## src/rtl/uart_tx_arbiter_pkg.sv

```systemverilog
// Shared definitions for the UART Tx arbiter.
//   state_e  : 2-bit FSM state encoding (IDLE, GRANT, SEND, RELEASE)
//   id_width : index width for a count of items, never less than 1 bit
package uart_tx_arbiter_pkg;

  typedef enum logic [1:0] {
    StIdle    = 2'd0,
    StGrant   = 2'd1,
    StSend    = 2'd2,
    StRelease = 2'd3
  } state_e;

  function automatic int unsigned id_width(int unsigned n);
    return (n > 1) ? $clog2(n) : 1;
  endfunction

endpackage

```

## src/rtl/rr_select.sv

```systemverilog
// Combinational round-robin selector.
// Searches valid[] starting at (last+1) mod NUM_REQ, wrapping, and reports the
// first set position.
//   valid : request vector
//   last  : index granted most recently
//   grant : one-hot of the selected requester (all zero when nothing valid)
//   idx   : index of the selected requester (0 when nothing valid)
module rr_select
  import uart_tx_arbiter_pkg::*;
#(
  parameter int unsigned NUM_REQ = 4
) (
  input  logic [NUM_REQ-1:0]               valid,
  input  logic [id_width(NUM_REQ)-1:0]     last,
  output logic [NUM_REQ-1:0]               grant,
  output logic [id_width(NUM_REQ)-1:0]     idx
);

  localparam int unsigned IdW = id_width(NUM_REQ);

  always_comb begin : p_select
    int unsigned pos;
    logic        found;
    grant = '0;
    idx   = '0;
    found = 1'b0;
    pos   = 0;
    // Offsets 1..NUM_REQ so the last-granted requester is checked last.
    for (int unsigned k = 1; k <= NUM_REQ; k++) begin
      pos = (32'(last) + k) % NUM_REQ;
      if (!found && valid[pos]) begin
        found      = 1'b1;
        grant[pos] = 1'b1;
        idx        = pos[IdW-1:0];
      end
    end
  end

endmodule

```

## src/rtl/uart_tx_arbiter.sv

```systemverilog
// Round-robin arbiter sharing one UART transmitter between NUM_REQ requesters.
// Works purely in the sys_clk domain; bit timing lives in the UART Tx itself.
//   sys_clk      : clock, rising edge
//   reset        : synchronous active-high reset
//   req_valid    : per-requester frame pending
//   req_data     : requester i frame at [i*FRAME_WIDTH +: FRAME_WIDTH]
//   req_ready    : one-cycle accept pulse to the granted requester
//   uart_tx_en   : transmit enable to the UART Tx
//   uart_tx_din  : frame to the UART Tx
//   uart_tx_done : UART Tx completion level (sys_clk synchronous)
//   busy         : FSM not idle
//   grant_id     : index of the requester last granted
//   timeout_err  : one-cycle pulse when a frame is aborted
module uart_tx_arbiter
  import uart_tx_arbiter_pkg::*;
#(
  parameter int unsigned NUM_REQ        = 4,
  parameter int unsigned FRAME_WIDTH    = 8,
  parameter int unsigned TIMEOUT_CYCLES = 200_000
) (
  input  logic                             sys_clk,
  input  logic                             reset,
  input  logic [NUM_REQ-1:0]               req_valid,
  input  logic [NUM_REQ*FRAME_WIDTH-1:0]   req_data,
  output logic [NUM_REQ-1:0]               req_ready,
  output logic                             uart_tx_en,
  output logic [0:FRAME_WIDTH-1]           uart_tx_din,
  input  logic                             uart_tx_done,
  output logic                             busy,
  output logic [id_width(NUM_REQ)-1:0]     grant_id,
  output logic                             timeout_err
);

  localparam int unsigned         IdW     = id_width(NUM_REQ);
  localparam int unsigned         CntW    = id_width(TIMEOUT_CYCLES);
  localparam logic [CntW-1:0]     CntLast = CntW'(TIMEOUT_CYCLES - 1);
  // Reset to the highest index so requester 0 wins the first search.
  localparam logic [IdW-1:0]      IdReset = IdW'(NUM_REQ - 1);

  state_e                  state_q, state_d;
  logic [IdW-1:0]          grant_id_q, grant_id_d;
  logic [FRAME_WIDTH-1:0]  frame_q, frame_d;
  logic [CntW-1:0]         cnt_q, cnt_d;
  logic                    done_prev_q;
  logic [NUM_REQ-1:0]      req_ready_q, req_ready_d;
  logic                    en_q, en_d;
  logic                    timeout_q, timeout_d;

  logic [NUM_REQ-1:0]      sel_grant;
  logic [IdW-1:0]          sel_idx;
  logic                    any_valid;
  logic                    done_rise;
  logic                    timeout_hit;

  rr_select #(
    .NUM_REQ (NUM_REQ)
  ) u_rr_select (
    .valid (req_valid),
    .last  (grant_id_q),
    .grant (sel_grant),
    .idx   (sel_idx)
  );

  assign any_valid   = |req_valid;
  // Completion is the 0->1 transition; a level left high from earlier is ignored.
  assign done_rise   = uart_tx_done & ~done_prev_q;
  assign timeout_hit = (cnt_q == CntLast);

  // State register
  always_ff @(posedge sys_clk) begin
    if (reset) begin
      state_q <= StIdle;
    end else begin
      state_q <= state_d;
    end
  end

  // Next-state logic
  always_comb begin
    state_d = state_q;
    unique case (state_q)
      StIdle:    if (any_valid) state_d = StGrant;
      StGrant:   state_d = any_valid ? StSend : StIdle;
      StSend:    if (done_rise || timeout_hit) state_d = StRelease;
      StRelease: if (!uart_tx_done) state_d = StIdle;
      default:   state_d = StIdle;
    endcase
  end

  // Output and datapath next values; outputs are registered.
  always_comb begin
    grant_id_d  = grant_id_q;
    frame_d     = frame_q;
    cnt_d       = cnt_q;
    req_ready_d = '0;
    en_d        = 1'b0;
    timeout_d   = 1'b0;
    unique case (state_q)
      StGrant: begin
        if (any_valid) begin
          req_ready_d = sel_grant;
          grant_id_d  = sel_idx;
          frame_d     = req_data[sel_idx*FRAME_WIDTH +: FRAME_WIDTH];
          cnt_d       = '0;
        end
      end
      StSend: begin
        // A done rise takes precedence over a coincident timeout.
        if (done_rise) begin
          en_d = 1'b0;
        end else if (timeout_hit) begin
          timeout_d = 1'b1;
        end else begin
          en_d  = 1'b1;
          cnt_d = cnt_q + 1'b1;
        end
      end
      default: ;
    endcase
  end

  always_ff @(posedge sys_clk) begin
    if (reset) begin
      grant_id_q  <= IdReset;
      frame_q     <= '0;
      cnt_q       <= '0;
      done_prev_q <= 1'b0;
      req_ready_q <= '0;
      en_q        <= 1'b0;
      timeout_q   <= 1'b0;
    end else begin
      grant_id_q  <= grant_id_d;
      frame_q     <= frame_d;
      cnt_q       <= cnt_d;
      done_prev_q <= uart_tx_done;
      req_ready_q <= req_ready_d;
      en_q        <= en_d;
      timeout_q   <= timeout_d;
    end
  end

  assign req_ready   = req_ready_q;
  assign uart_tx_en  = en_q;
  // Numeric value is preserved: uart_tx_din[0] carries the frame MSB.
  assign uart_tx_din = frame_q;
  assign busy        = (state_q != StIdle);
  assign grant_id    = grant_id_q;
  assign timeout_err = timeout_q;

endmodule

```

## config.mk

```make
export PLATFORM = sky130hd
export DESIGN_NAME = uart_tx_arbiter
export DESIGN_NICKNAME = d
export VERILOG_FILES = /design/src/rtl/uart_tx_arbiter_pkg.sv /design/src/rtl/rr_select.sv /design/src/rtl/uart_tx_arbiter.sv
export SDC_FILE = /design/constraint.sdc
export NUM_CORES = 1
export LEC_CHECK = 0
export BUFFER_PORTS_ARGS = -buffer_cell sky130_fd_sc_hd__buf_2
export CORE_MARGIN = 2
export CORE_UTILIZATION = 49
export CTS_CLUSTER_SIZE = 25
export DETAILED_ROUTE_END_ITERATION = 8
export GPL_TIMING_DRIVEN = 1
export PLACE_DENSITY_LB_ADDON = 0.1
export SLEW_MARGIN = 30
export SYNTH_ARGS = -nofsm -noshare
export SYNTH_HDL_FRONTEND = slang
export SYNTH_HIERARCHICAL = 1
export SYNTH_SLANG_ARGS = --single-unit
```

## constraint.sdc

```tcl
create_clock -name sys_clk -period 6.3 [get_ports sys_clk]
set_input_delay 1.26 -clock sys_clk [delete_from_list [all_inputs] [get_ports sys_clk]]
set_output_delay 1.26 -clock sys_clk [all_outputs]
set_load 0.1 [all_outputs]
```

**After elaboration in Yosys (flattened, before gate mapping)**

Cells that the tools add are included.
Widths: inputs -> output; s select.

- Flip-flop bits (word level): 37
- Input bits: 39
- Logic and storage cells: 98

- $add $sub $neg: 5
- Magnitude comparators: 8
- Equal/unequal tests: 10
- Shift-type cells: 1
- Mux-type cells: 38
- Bitwise gates (word level): 8
- Reductions and logical operators: 20

Operator list:

| cell | number |
|---|---|
| $mux 18 | 3 |
| $pmux 18 s2 | 1 |
| $shiftx 32x6->8 | 1 |
| $add 18x1->18 const B | 1 |
| $eq 18x18->1 const B | 1 |
| $mux 2 | 8 |
| $mux 4 | 4 |
| $mux 1 | 13 |
| $lt 2x3->1 const B | 4 |
| $ne 2x2->1 const B | 6 |
| $or 4x4->4 | 3 |
| $bmux 1 s2 | 4 |
| $demux 1 s2 | 4 |
| $ge 2x1->1 const B | 4 |
| $pmux 2 s4 | 1 |
| $logic_and 1x1->1 | 7 |
| $reduce_or 3->1 | 2 |
| $add 2x1->2 const B | 2 |
| $add 2x2->2 const B | 2 |
| $eq 2x2->1 const B | 2 |
| $not 1->1 | 4 |
| $reduce_and 4->1 | 1 |
| $reduce_bool 2->1 | 2 |
| $reduce_or 4->1 | 1 |
| 7 further kinds | 9 |

**Logic depth before layout (Yosys ltp)**

Gate-level depths: netlist (run 1).

- Depth after elaboration: 14
- Gate-level depth with buffers: 12

**By module**

The synthesis (run 1) kept the hierarchy.

Modules (own cells, without submodules):

| module | instances | cells an instance | area an instance (um2) |
|---|---|---|---|
| uart_tx_arbiter | 1 | 215 | 1,880.6 |
| rr_select | 1 | 68 | 545.5 |

**Worst setup path after synthesis (run 1)**

No wires, ideal clock.

- Path kind: flip-flop to flip-flop
- Start: register grant_id_q[0], in the netlist grant_id[0]
- End: register frame_q[7], in the netlist uart_tx_din[0]
- Arrival: 3.564 ns
- Required time: 6.168 ns
- Slack: 2.603 ns
- Stages on the path, launching flop included: 13
- Path buffers: 3
- Period minus slack after synthesis: 3.697 ns
- Path through: dfxtp_1 -> buf_4 -> inv_1 -> ha_1 -> buf_4 -> nor2b_1 -> a22oi_1 -> o211ai_1 -> a21oi_1 -> clkbuf_1 -> mux4_2 -> nand2_1 -> a21oi_1

- Longest elaborated chain between the ends: 14
- Elaborated cells between the ends (all ways): 26

RTL lines:

| what | RTL line | RTL |
|---|---|---|
| start, declared | uart_tx_arbiter.sv:41 | `logic [IdW-1:0] grant_id_q, grant_id_d;` |
| start signal, assigned | uart_tx_arbiter.sv:124 | `grant_id_q <= IdReset;` |
| start signal, assigned | uart_tx_arbiter.sv:132 | `grant_id_q <= grant_id_d;` |
| $add 2x1->2 | rr_select.sv:30 | `pos = (32'(last) + k) % NUM_REQ;` |
| $bmux 1 s2 | rr_select.sv:31 | `if (!found && valid[pos]) begin` |
| $mux 1 (not written as such) | rr_select.sv:31 |  |
| $mux 1 | rr_select.sv:31 |  |
| $logic_not 1->1 | rr_select.sv:31 |  |
| $logic_and 1x1->1 | rr_select.sv:31 |  |
| $mux 1 | rr_select.sv:31 |  |
| $logic_not 1->1 | rr_select.sv:31 |  |
| $logic_and 1x1->1 | rr_select.sv:31 |  |
| $mux 1 | rr_select.sv:31 |  |
| $logic_not 1->1 | rr_select.sv:31 |  |
| $logic_and 1x1->1 | rr_select.sv:31 |  |
| $mux 2 (*) | rr_select.sv:31 |  |
| net sel_idx[0] | uart_tx_arbiter.sv:50 | `logic [IdW-1:0] sel_idx;` |
| $shiftx 32x6->8 (*) | uart_tx_arbiter.sv:103 | `frame_d = req_data[sel_idx*FRAME_WIDTH +: FRAME_WIDTH];` |
| end signal, assigned | uart_tx_arbiter.sv:133 | `frame_q <= frame_d;` |
| end, declared | uart_tx_arbiter.sv:42 | `logic [FRAME_WIDTH-1:0] frame_q, frame_d;` |

Mark *: on every way through the listed nets, which the timed path passes. The rest lies on a longest branch. The select of a mux whose other input is x is not followed.
A chain may end at the register's enable or synchronous reset.

**Final worst setup path (run 1)**

- Start: register grant_id_q[0], in the netlist grant_id[0]
- End: register frame_q[4], in the netlist uart_tx_din[3]

The elaborated chain is that of the path after synthesis.

==> metrics.md, run 1 <==
| Metric | Value |
|---|---|
| PwrDens | 261 nW/um^2 |
| Initial DRC Count | 123 |
| Root buffer cell | clkbuf_8 |
| Number of vias per cell | roughly 5.7 |
| Ports | 56 |
| WHS Path Cells | 2 |
| Most common cell after layout, fill and taps aside | buf_2 |
| Drt total wl | about 5.4 mm |
| Initial core utilization | 51.0% |
| Core Rows | 25 |
| Post-cts gate resize count | 0 |
| Minimum clock period after layout | 3.20 ns |
| Overall Global Routing Usage | 20.5% |
| Unrepaired setup endpoints after global routing | no |
| Final Core Density | 59.3% |
| CP peak stage delay | ~0.8 ns |
| Syn. warnings | 6 |
| Syn avg cell area | 8.57 sq um |
| Tcrit/Tclk final | between 50% and 60% |
| Hpwl dp | 3.97 mm |
| Mapped Cells | 283 |
| Setup Buffers After CTS | 0 |
| Critical path class | reg2reg |
| Pre-antenna DRT Iters | 4 |
| Die area | 5530 sq um |
| Setup tns final | 0 ns |
| Slowest cell on crit path | dfxtp_1 |
| First-pass GRT wire length | just under 9 mm |
| Hold endpoint | uart_tx_din[5] |
| Flop2flop setup slack | 3.10 ns |
| Die height | 74.4 um |
| Maximum clock path buffer count | 2 |
| Core Box Area | 4750 sq um |
| Critical path required time | 6.46 ns |
| Clock buffer count from CTS | 5 |
| WP buf/inv | 2 |
| Async S/R FF share, synth | 0% |
| Port Buffers | 55 |
| Top Family by Delay on Critical Path | flip-flops |
| Layout cells sized above 1 | 26.1% |
| Clk_lat worst skew | 0.28 ns |
| Hold Path Class | reg2reg |
| Residual DRC count | 0 |
| Vias in the first global route | slightly above 2000 |
| Clock Pin Slew Worst Setup and Hold Paths | 0.07 ns |
| Met2 Use GR | 34.3% |
| Final count of hold timing violations | 0 |
| FMAX | 0.312 GHz |
| Most frequent cells in the layout | buf_2 (55), nand2_1 (53), dfxtp_1 (37) |
| Final setup skew | around 0.0049 ns |
| Post-synthesis sequential area ratio | a little over 30% |
| Initial antenna violation count | 0 |
| Design Power | approximately 0.74 mW |
| Number of synthesized flops with an enable pin | 0 |
| Diodes inserted | 0 |
| Crit path arrival time | 3.36 ns |
| Reg-to-reg endpoint | uart_tx_din[3] |
| CTS Sinks | 37 |
| DRT antenna net count | 0 |
| Sequence of cells on the critical path | inv_1 -> ha_1 -> nor2b_1 -> a22oi_1 -> o211ai_1 -> a21oi_1 -> buf_4 -> mux4_2 -> nand2_1 -> a21oi_1 |
| Max VDD drop | 0.000127 V |
| Worst Setup Start Kind | register |
| Area Growth Syn to Fin | 16.2% |
| Crit. End Element | register |
| Worst Reg-to-Reg Cells | 10 |
| GPL Wtd Cong | 0.845 |
| Tightest Pin Transition | between 0.7 and 0.8 ns |
| CTS tree | built |
| GR Overflow Total | 0 |
| FF-to-FF Start | grant_id[0] |
| Seq cells post-synth | 37 |
| Setup-failing EPs final | 0 |
| Met3 global-route usage | 3.66% |
| Slew headroom | between 50% and 60% |
| Routed length per instance | between 10 and 15 um |
| Most Crowded Layer GR | met2 |
| Yosys cell types | 49 |
| Maximum fanout along the worst path | 21 |
| Final #Nets | roughly 380 |
| Die width | 74.4 um |
| Most used DFF post-synth | dfxtp_1 |
| Largest net degree at the start of global routing | 24 |
| Crit path top cell by count | a21oi_1 |
| Syn_nets | roughly 330 |
| Mapped cell area | around 2400 sq um |
| Via count | approximately 2300 |
| Met1 usage | 26.7% |
| Max-slew violation count | 0 |
| H-Tree Depth | 2 |
| Max Cap Viol | 0 |
| Leakage power | 1.08 nW |
| Min-delay src | uart_tx_din[5] |
| Status | finished clean |
| # hold bufs at CTS | 0 |
==> cell usage after synthesis (4+ instances only) <==
library cell	n	share of area, %
a221o_2	4	1.9
o31ai_1	6	1.9
nand3_1	10	2.1
a211oi_1	5	1.5
nand2_1	53	8.2
nand3b_1	4	1.2
o21ai_0	11	2.3
nor2b_1	8	2.1
mux4_2	10	9.3
dfxtp_1	37	31
clkbuf_1	10	1.5
ha_1	9	4.6
nand2b_1	9	2.3
a21oi_1	21	4.3
or4_1	8	2.5
mux2i_1	9	3.7
inv_1	7	1.1
nor3b_1	5	1.5
and2_1	4	1.0
nor3_1	6	1.2
==> through the flow <==
step / setup slack, ns / area [sq um] / std cells / hold slack, ns
3_5_place_dp: 3.09 / 2700 / 389 / 0.445
5_1_grt: 2.78 / 2820 / 397 / 0.481
2_1_floorplan: 2.60 / 2430 / 283 / 0.448
6_report: 3.10 / 2820 / 397 / 0.453
4_1_cts: 3.09 / 2820 / 397 / 0.456
3_3_place_gp: 3.19 / 2700 / 389 / 0.442
==> cell type report <==
cell class | count | area (sq um)
fillers | 452 | 1930
repair buffers | 58 | 298
multi-input cells | 220 | 1550
flip-flops and latches | 37 | 741
well taps | 67 | 83.8
inverters | 7 | 26.3
clock buffers | 6 | 82.6
clock inverters | 2 | 37.5
==> tightest hold or removal path, delay by kind of cell, from the launching register on <==
family	cells	cell delay [ns]
and+or+nand+nor	1	0.05
AOI/OAI and AO/OA	1	0.05
DFF	1	0.31
==> sequential cells by signal, summed over array words and instances, names as in the netlist, named ones only <==
name	count
cnt_q	18
done_prev_q	1
grant_id	2
req_ready	4
state_q	1
timeout_err	1
uart_tx_din	8
uart_tx_en	1
==> power by group <==
group	internal (mW)	switching (mW)
sequential	0.246	0.0152
clock	0.129	0.0837
combinational	0.0925	0.169
total	0.468	0.268
==> logic make-up (layout without fill, tap and decap cells) <==
| kind of cell | Yosys count | in the layout | share of synthesized area (%) |
|---|---|---|---|
| AND/OR/NAND/NOR | 129 | 129 | 28.6 |
| multiplexers | 20 | 20 | 13.5 |
| buffers and inverters | 26 | 73 | 5.52 |
| AO/OA/AOI/OAI | 62 | 62 | 17.3 |
| adder cells (fa/ha/maj) | 9 | 9 | 4.64 |
| flip-flops | 37 | 37 | 30.5 |
==> how the worst max path moves through the flow <==
stage	start	cells after the start	endpoint	slack, ns
after floorplan	grant_id[0]	12	uart_tx_din[0]	2.60
after global placement	req_valid[2]	9	uart_tx_din[4]	3.19
after global routing	grant_id[0]	10	uart_tx_din[2]	2.78
after detailed placement	grant_id[0]	10	uart_tx_din[3]	3.09
after CTS	grant_id[0]	10	uart_tx_din[3]	3.09
final	grant_id[0]	10	uart_tx_din[3]	3.10
==> metal layers <==
| metal | routed length [um] | vias up | share of wire (%) |
|---|---|---|---|
| li1 | - | 1134 | - |
| met1 | 2430 | 1082 | 45 |
| met2 | 2730 | 41 | 51 |
| met3 | 164 | 2 | 3.1 |
| met4 | 35 | 0 | 0.65 |
| met5 | 0 | - | 0 |
(Power assumes the default switching activity.)
==> run 2, diff against run 1 <==
Clock period 6.3 ns to 2.75 ns, I/O delays scaled along.
==> metrics.md, run 2 (synthesis results as in run 1) <==
| Metric | Value |
|---|---|
| Status | finished clean (unchanged) |
| Final Cell Area | 2870 sq um (was 2820 sq um) |
| WHS Path Cells | 2 (unchanged) |
| DRT antenna net count | 0 (unchanged) |
| Critical path class | reg2reg (unchanged) |
| Critical path required time | 2.92 ns (was 6.46 ns) |
| FILL cells | 436 (was 452) |
| Tcrit/Tclk final | 91.9% (was 50.8%) |
| Minimum clock period after layout | 2.53 ns (was 3.20 ns) |
| Area Growth Syn to Fin | 18.4% (was 16.2%) |
| Fin worst setup slack | 0.224 ns (was 3.10 ns) |
| Clock power frac | 30.0% (was 28.9%) |
| Sequential power share | 34.0% (was 35.6%) |
| Slew headroom | 54.9% (was 52.7%) |
| Final #Nets | 379 (was 377) |
| Gate power share | 36.0% (was 35.6%) |
| Most frequent cells in the layout | buf_2 (55), nand2_1 (53), dfxtp_1 (35) (was buf_2 (55), nand2_1 (53), dfxtp_1 (37)) |
| FF/Latch Area | 748 sq um (was 741 sq um) |
| CTS Sinks | 37 (unchanged) |
| Area of the multi-input gates | 1570 sq um (was 1550 sq um) |
| Root buffer cell | clkbuf_8 (unchanged) |
| Die width | 74.4 um (unchanged) |
| Vias in the first global route | 1918 (was 2016) |
| Crit path arrival time | 2.70 ns (was 3.36 ns) |
| Setup Buffers After CTS | 0 (unchanged) |
| Overall Global Routing Usage | 19.8% (was 20.5%) |
| Hpwl dp | 3.89 mm (was 3.97 mm) |
| Diodes inserted | 0 (unchanged) |
| Most flop-heavy register | cnt_q (unchanged) |
| Hold Path Class | reg2reg (unchanged) |
| H-Tree Depth | 2 (unchanged) |
| Maximum clock path buffer count | 2 (unchanged) |
| Initial core utilization | 51.0% (unchanged) |
| Initial antenna violation count | 0 (unchanged) |
| Final Core Density | 60.4% (was 59.3%) |
| Die height | 74.4 um (unchanged) |
| Via count | 2260 (was 2259) |
| Worst Reg-to-Reg Cells | 9 (was 10) |
| CTS tree | built (unchanged) |
| Final setup skew | 0.00725 ns (was 0.00488 ns) |
| Core Box Area | 4750 sq um (unchanged) |
| Crit. End Element | register (unchanged) |
| GR Overflow Total | 0 (unchanged) |
| Unrepaired setup endpoints after global routing | no (unchanged) |
| Worst Setup Start Kind | register (unchanged) |
| FMAX | 0.396 GHz (was 0.312 GHz) |
| Maximum fanout along the worst path | 13 (was 21) |
| Largest register FFs | 18 (unchanged) |
| Most common cell after layout, fill and taps aside | buf_2 (unchanged) |
| Setup tns final | 0 ns (unchanged) |
| Port Buffers | 55 (unchanged) |
| Initial DRC Count | 137 (was 123) |
| Drt total wl | 5.48 mm (was 5.36 mm) |
| Number of vias per cell | 5.66 (was 5.69) |
| Clock Pin Slew Worst Setup and Hold Paths | 0.08 ns (was 0.07 ns) |
| Sw Share | 36.1% (was 36.5%) |
| Clk_lat worst skew | 0.29 ns (was 0.28 ns) |
| Critical path launch point | grant_id[1] (was grant_id[0]) |
| FF-to-FF Start | grant_id[1] (was grant_id[0]) |
| PwrDens | 609 nW/um^2 (was 261 nW/um^2) |
| Max VDD drop | 0.000395 V (was 0.000127 V) |
| Residual DRC count | 0 (unchanged) |
| First-pass GRT wire length | 8.57 mm (was 8.94 mm) |
| Setup-failing EPs final | 0 (unchanged) |
| GPL Wtd Cong | 0.943 (was 0.845) |
| Pre-antenna DRT Iters | 4 (unchanged) |
| Core Rows | 25 (unchanged) |
| NetSw | 0.632 mW (was 0.268 mW) |
| # hold bufs at CTS | 0 (unchanged) |
| Max Cap Viol | 0 (unchanged) |
| Tightest Pin Transition | 0.673 ns (was 0.709 ns) |
| Largest net degree at the start of global routing | 24 (unchanged) |
| Max-slew violation count | 0 (unchanged) |
| Post-cts gate resize count | 0 (unchanged) |
| Die area | 5530 sq um (unchanged) |
| Ports | 56 (unchanged) |
| Pint | 1.12 mW (was 0.468 mW) |
| Layout cells sized above 1 | 27.7% (was 26.1%) |
| Design Power | 1.75 mW (was 0.736 mW) |
| Clock buffer count from CTS | 5 (unchanged) |
| Routed length per instance | 13.7 um (was 13.5 um) |
| Min-delay src | uart_tx_din[0] (was uart_tx_din[5]) |
| DP Area | 2730 sq um (was 2700 sq um) |
| Pre-CTS WS | 0.180 ns (was 3.09 ns) |
| Final count of hold timing violations | 0 (unchanged) |
| Leakage power | 1.10 nW (was 1.08 nW) |
==> run 2: cell type report <==
class	count	area share, %
clock buffer	6	3.27
clock inverter	2	1.22
inverter	7	0.915
multi-input combinational	220	54.6
sequential	37	26.0
tap	67	2.92
timing repair buffer	60	11.0
==> run 2: stage by stage <==
stage                     instances  hold slack (ns)
after global routing            399            0.476
after CTS                       399            0.457
after detailed placement        391            0.447
after floorplan                 283            0.448
final                           399            0.457
after global placement          391            0.443
==> run 2: worst max-delay path, stage by stage (launching register included) <==
cell      delay [ns]
dfxtp_4         0.42
inv_1           0.17
ha_4            0.35
nor3b_1         0.28
o211ai_1        0.16
a21oi_1         0.18
buf_6           0.19
mux4_2          0.51
nand2_1         0.08
a21oi_1         0.06
==> run 2: path summary, 6_finish.rpt <==
kind | endpoint | slack [ns]
worst max register to register | uart_tx_din[4] | 0.22
worst min-delay path | uart_tx_din[0] | 0.46
worst max-delay path | uart_tx_din[4] | 0.22
worst min register to register | uart_tx_din[0] | 0.46
==> run 2: routing by layer <==
metal  routed length, um  vias up  track usage, %
li1                    -     1145               -
met1                2420     1032            25.8
met2                2680       77            32.2
met3                 304        6            4.74
met4                  69        0            6.75
met5                   0        -               0
==> run 2: power groups by stage <==
stage	clock network, mW	registers, mW	logic (mW)
after floorplan	0	0.767	0.345
after global placement	0	0.607	0.610
after detailed placement	0	0.608	0.614
after CTS	0.537	0.595	0.616
after global routing	0.560	0.600	0.674
final	0.524	0.595	0.630
==> run 3, diff against run 2 <==
Settings changed: ABC_AREA set to 1.
==> metrics.md, run 3 <==
| Metric | Value |
|---|---|
| Crit path top cell by count | nor2_1 (was a21oi_1) |
| Final setup skew | 0.00519 ns (was 0.00725 ns) |
| Setup tns final | 0 ns (unchanged) |
| CTS tree | built (unchanged) |
| Vias in the first global route | 2515 (was 1918) |
| Syn. warnings | 6 (unchanged) |
| Seq cells post-synth | 37 (unchanged) |
| Minimum clock period after layout | 2.49 ns (was 2.53 ns) |
| CP peak stage delay | 0.41 ns (was 0.51 ns) |
| Ranking of synthesized cells by area | dfxtp_1 (27%), nand2_1 (11%), nor2_1 (9.9%) (was dfxtp_1 (31%), mux4_2 (9.3%), nand2_1 (8.2%)) |
| Mapped Cells | 399 (was 283) |
| Min-delay src | uart_tx_din[0] (unchanged) |
| FF-to-FF Start | grant_id[1] (unchanged) |
| Critical path class | reg2reg (unchanged) |
| Crit. End Element | register (unchanged) |
| Gate power share | 61.9% (was 36.0%) |
| Maximum clock path buffer count | 2 (unchanged) |
| Pint | 1.27 mW (was 1.12 mW) |
| Core Box Area | 5440 sq um (was 4750 sq um) |
| Sequence of cells on the critical path | inv_1 -> ha_1 -> inv_2 -> nand3_1 -> nand2_1 -> nand2_1 -> nor2_1 -> nor2_1 -> nor2_4 -> clkinvlp_4 -> nor2_1 -> o22ai_1 -> a22o_1 (was inv_1 -> ha_4 -> nor3b_1 -> o211ai_1 -> a21oi_1 -> buf_6 -> mux4_2 -> nand2_1 -> a21oi_1) |
| Most numerous cell in the Yosys netlist | nand2_1 (unchanged) |
| Most common cell after layout, fill and taps aside | nand2_1 (was buf_2) |
| Overall Global Routing Usage | 21.8% (was 19.8%) |
| Die height | 78.5 um (was 74.4 um) |
| Final count of hold timing violations | 0 (unchanged) |
| Die area | 6160 sq um (was 5530 sq um) |
| Max-slew violation count | 0 (unchanged) |
| Port Buffers | 55 (unchanged) |
| Hold Path Class | reg2reg (unchanged) |
| Max VDD drop | 0.000575 V (was 0.000395 V) |
| Leakage power | 1.33 nW (was 1.10 nW) |
| H-Tree Depth | 2 (unchanged) |
| Top cells by count, synth | nand2_1 (79), nor2_1 (72), nand3_1 (38) (was nand2_1 (53), dfxtp_1 (37), a21oi_1 (21)) |
| Hpwl dp | 4.76 mm (was 3.89 mm) |
| Largest net degree at the start of global routing | 21 (was 24) |
| Sw Share | 53.4% (was 36.1%) |
| Mapped cell area | 2720 sq um (was 2430 sq um) |
| Pre-antenna DRT Iters | 5 (was 4) |
| Drt total wl | 6.54 mm (was 5.48 mm) |
| Initial DRC Count | 146 (was 137) |
| Number of synthesized flops with an enable pin | 0 (unchanged) |
| Initial antenna violation count | 0 (unchanged) |
| Worst Reg-to-Reg Cells | 13 (was 9) |
| Most used DFF post-synth | dfxtp_1 (unchanged) |
| Die width | 78.5 um (was 74.4 um) |
| First-pass GRT wire length | 11.0 mm (was 8.57 mm) |
| FILL cells | 542 (was 436) |
| Hold slack | 0.483 ns (was 0.457 ns) |
| Via count | 2769 (was 2260) |
| Syn_nets | 447 (was 331) |
| Slew headroom | 66.3% (was 54.9%) |
| FF/Latch Area | 748 sq um (unchanged) |
| Area of the multi-input gates | 1740 sq um (was 1570 sq um) |
| NetSw | 1.45 mW (was 0.632 mW) |
| Residual DRC count | 0 (unchanged) |
| Most frequent cells in the layout | nand2_1 (79), nor2_1 (71), buf_2 (55) (was buf_2 (55), nand2_1 (53), dfxtp_1 (35)) |
| Crit path arrival time | 2.67 ns (was 2.70 ns) |
| Syn avg cell area | 6.81 sq um (was 8.57 sq um) |
| Async S/R FF share, synth | 0% (unchanged) |
| Tcrit/Tclk final | 90.4% (was 91.9%) |
| Hold endpoint | uart_tx_din[0] (unchanged) |
| Area Growth Syn to Fin | 16.9% (was 18.4%) |
| Critical path required time | 2.93 ns (was 2.92 ns) |
| Core Rows | 27 (was 25) |
| Post-synthesis sequential area ratio | 27.3% (was 30.5%) |
| WHS Path Cells | 1 (was 2) |
| Status | finished clean (unchanged) |
| Non-filler cells, final | 535 (was 399) |
| Max Cap Viol | 0 (unchanged) |
| Final #Nets | 510 (was 379) |
| Clock Pin Slew Worst Setup and Hold Paths | 0.07 ns (was 0.08 ns) |
| Slowest cell on crit path | dfxtp_4 (was mux4_2) |
| GPL Wtd Cong | 0.892 (was 0.943) |
| Setup-failing EPs final | 0 (unchanged) |
| Tightest Pin Transition | 0.506 ns (was 0.673 ns) |
| Share of the synthesized area in the top cell type | 27.3% (was 30.5%) |
| Reg-to-reg endpoint | uart_tx_din[2] (was uart_tx_din[4]) |
| Flop2flop setup slack | 0.26 ns (was 0.22 ns) |
| PwrDens | 857 nW/um^2 (was 609 nW/um^2) |
| Routed length per instance | 12.2 um (was 13.7 um) |
| Sequential power share | 24.6% (was 34.0%) |
| FMAX | 0.402 GHz (was 0.396 GHz) |
| Clock power frac | 13.5% (was 30.0%) |
| Cells after DPL | 519 (was 391) |
| Largest register FFs | 18 (unchanged) |
| Unrepaired setup endpoints after global routing | no (unchanged) |
| Synth area leader | dfxtp_1 (unchanged) |
| CTS Sinks | 37 (unchanged) |
| Clk_lat worst skew | 0.28 ns (was 0.29 ns) |
| Initial core utilization | 50.0% (was 51.0%) |
| Diodes inserted | 0 (unchanged) |
| Critical path launch point | grant_id[1] (unchanged) |
| Most flop-heavy register | cnt_q (unchanged) |
| Maximum fanout along the worst path | 11 (was 13) |
| DRT antenna net count | 0 (unchanged) |
| Layout cells sized above 1 | 26.3% (was 27.7%) |
| GR Overflow Total | 0 (unchanged) |
| Number of vias per cell | 5.18 (was 5.66) |
| Root buffer cell | clkbuf_8 (unchanged) |
| Ports | 56 (unchanged) |
| Clock buffer count from CTS | 5 (unchanged) |
| Worst Setup Start Kind | register (unchanged) |
| Yosys cell types | 41 (was 49) |
==> run 3: changes by cell type after synthesis, sizes merged, moves of 9 or more <==
cell    previous run  this run
mux2i              9         0
nand3             11        40
nand2b             9         0
o21ai             11        20
inv                7        38
nand2             53        96
nor2               3        78
mux4              10         0
==> run 3: timing repair <==
item	4_1_cts	5_1_grt
setup buffers	0	6
resized for setup	0	6
hold buffers	0	0
setup endpoints to repair	0	5
==> run 3: power groups by stage <==
stage          clock network, mW  registers (mW)  logic, mW
2_1_floorplan                  0            1.04      0.931
6_report                   0.367           0.669       1.69
4_1_cts                    0.381           0.677       1.56
3_5_place_dp                   0           0.688       1.56
3_3_place_gp                   0           0.686       1.55
5_1_grt                    0.416           0.679       1.84
==> run 3: per-layer routing <==
layer | track usage [%] | share of wire (%) | vias up
met5 | 0 | 0 | -
met4 | 4.91 | 0.87 | 0
met3 | 4.37 | 4.7 | 6
met2 | 36.4 | 47 | 77
met1 | 29.0 | 47 | 1238
li1 | - | - | 1448
==> run 3: worst max path at each step <==
stage	cells past startpoint	to	slack [ns]
after floorplan	15	uart_tx_din[0]	0.04
after global placement	13	uart_tx_din[1]	0.36
after detailed placement	13	uart_tx_din[2]	0.26
after CTS	13	uart_tx_din[2]	0.27
after global routing	13	uart_tx_din[1]	0.03
final	13	uart_tx_din[2]	0.26
==> run 3: through the flow <==
step                setup WS (ns)  util [%]  cell area [sq um]  total power [mW]
global route               0.0276      58.4               3180              2.94
floorplan                  0.0369         -               2730              1.97
finish                      0.263      58.4               3180              2.72
global placement            0.361      55.6               3020              2.23
detailed placement          0.265      55.6               3020              2.25
CTS                         0.270      57.1               3110              2.62
==> run 3: logic make-up (layout without fill, tap and decap cells) <==
kind of cell    count (synthesis)  count (layout)  synth area share [%]
simple gates                  229             229                  40.2
compound gates                 71              71                  17.8
buf+inv                        48             112                  8.98
flops                          37              37                  27.3
fa+ha+maj                       9               9                  4.14
xor+xnor                        5               5                  1.61
==> run 3: layout make-up <==
class	instances	share of cell area, %
clock inverter	2	0.315
timing repair buffer	64	10.8
sequential	37	23.6
tap	72	2.84
clock buffer	6	2.29
timing repair inverter	2	0.473
inverter	38	4.93
multi-input combinational	314	54.8
==> run 3: worst max-delay path, delay by kind of cell (launching register included) <==
kind / cells / cell delay [ns]
AND/OR/NAND/NOR: 7 / 0.85
flip-flops: 1 / 0.41
buffers and inverters: 3 / 0.47
AO/OA/AOI/OAI: 2 / 0.28
adder cells (fa/ha/maj): 1 / 0.37
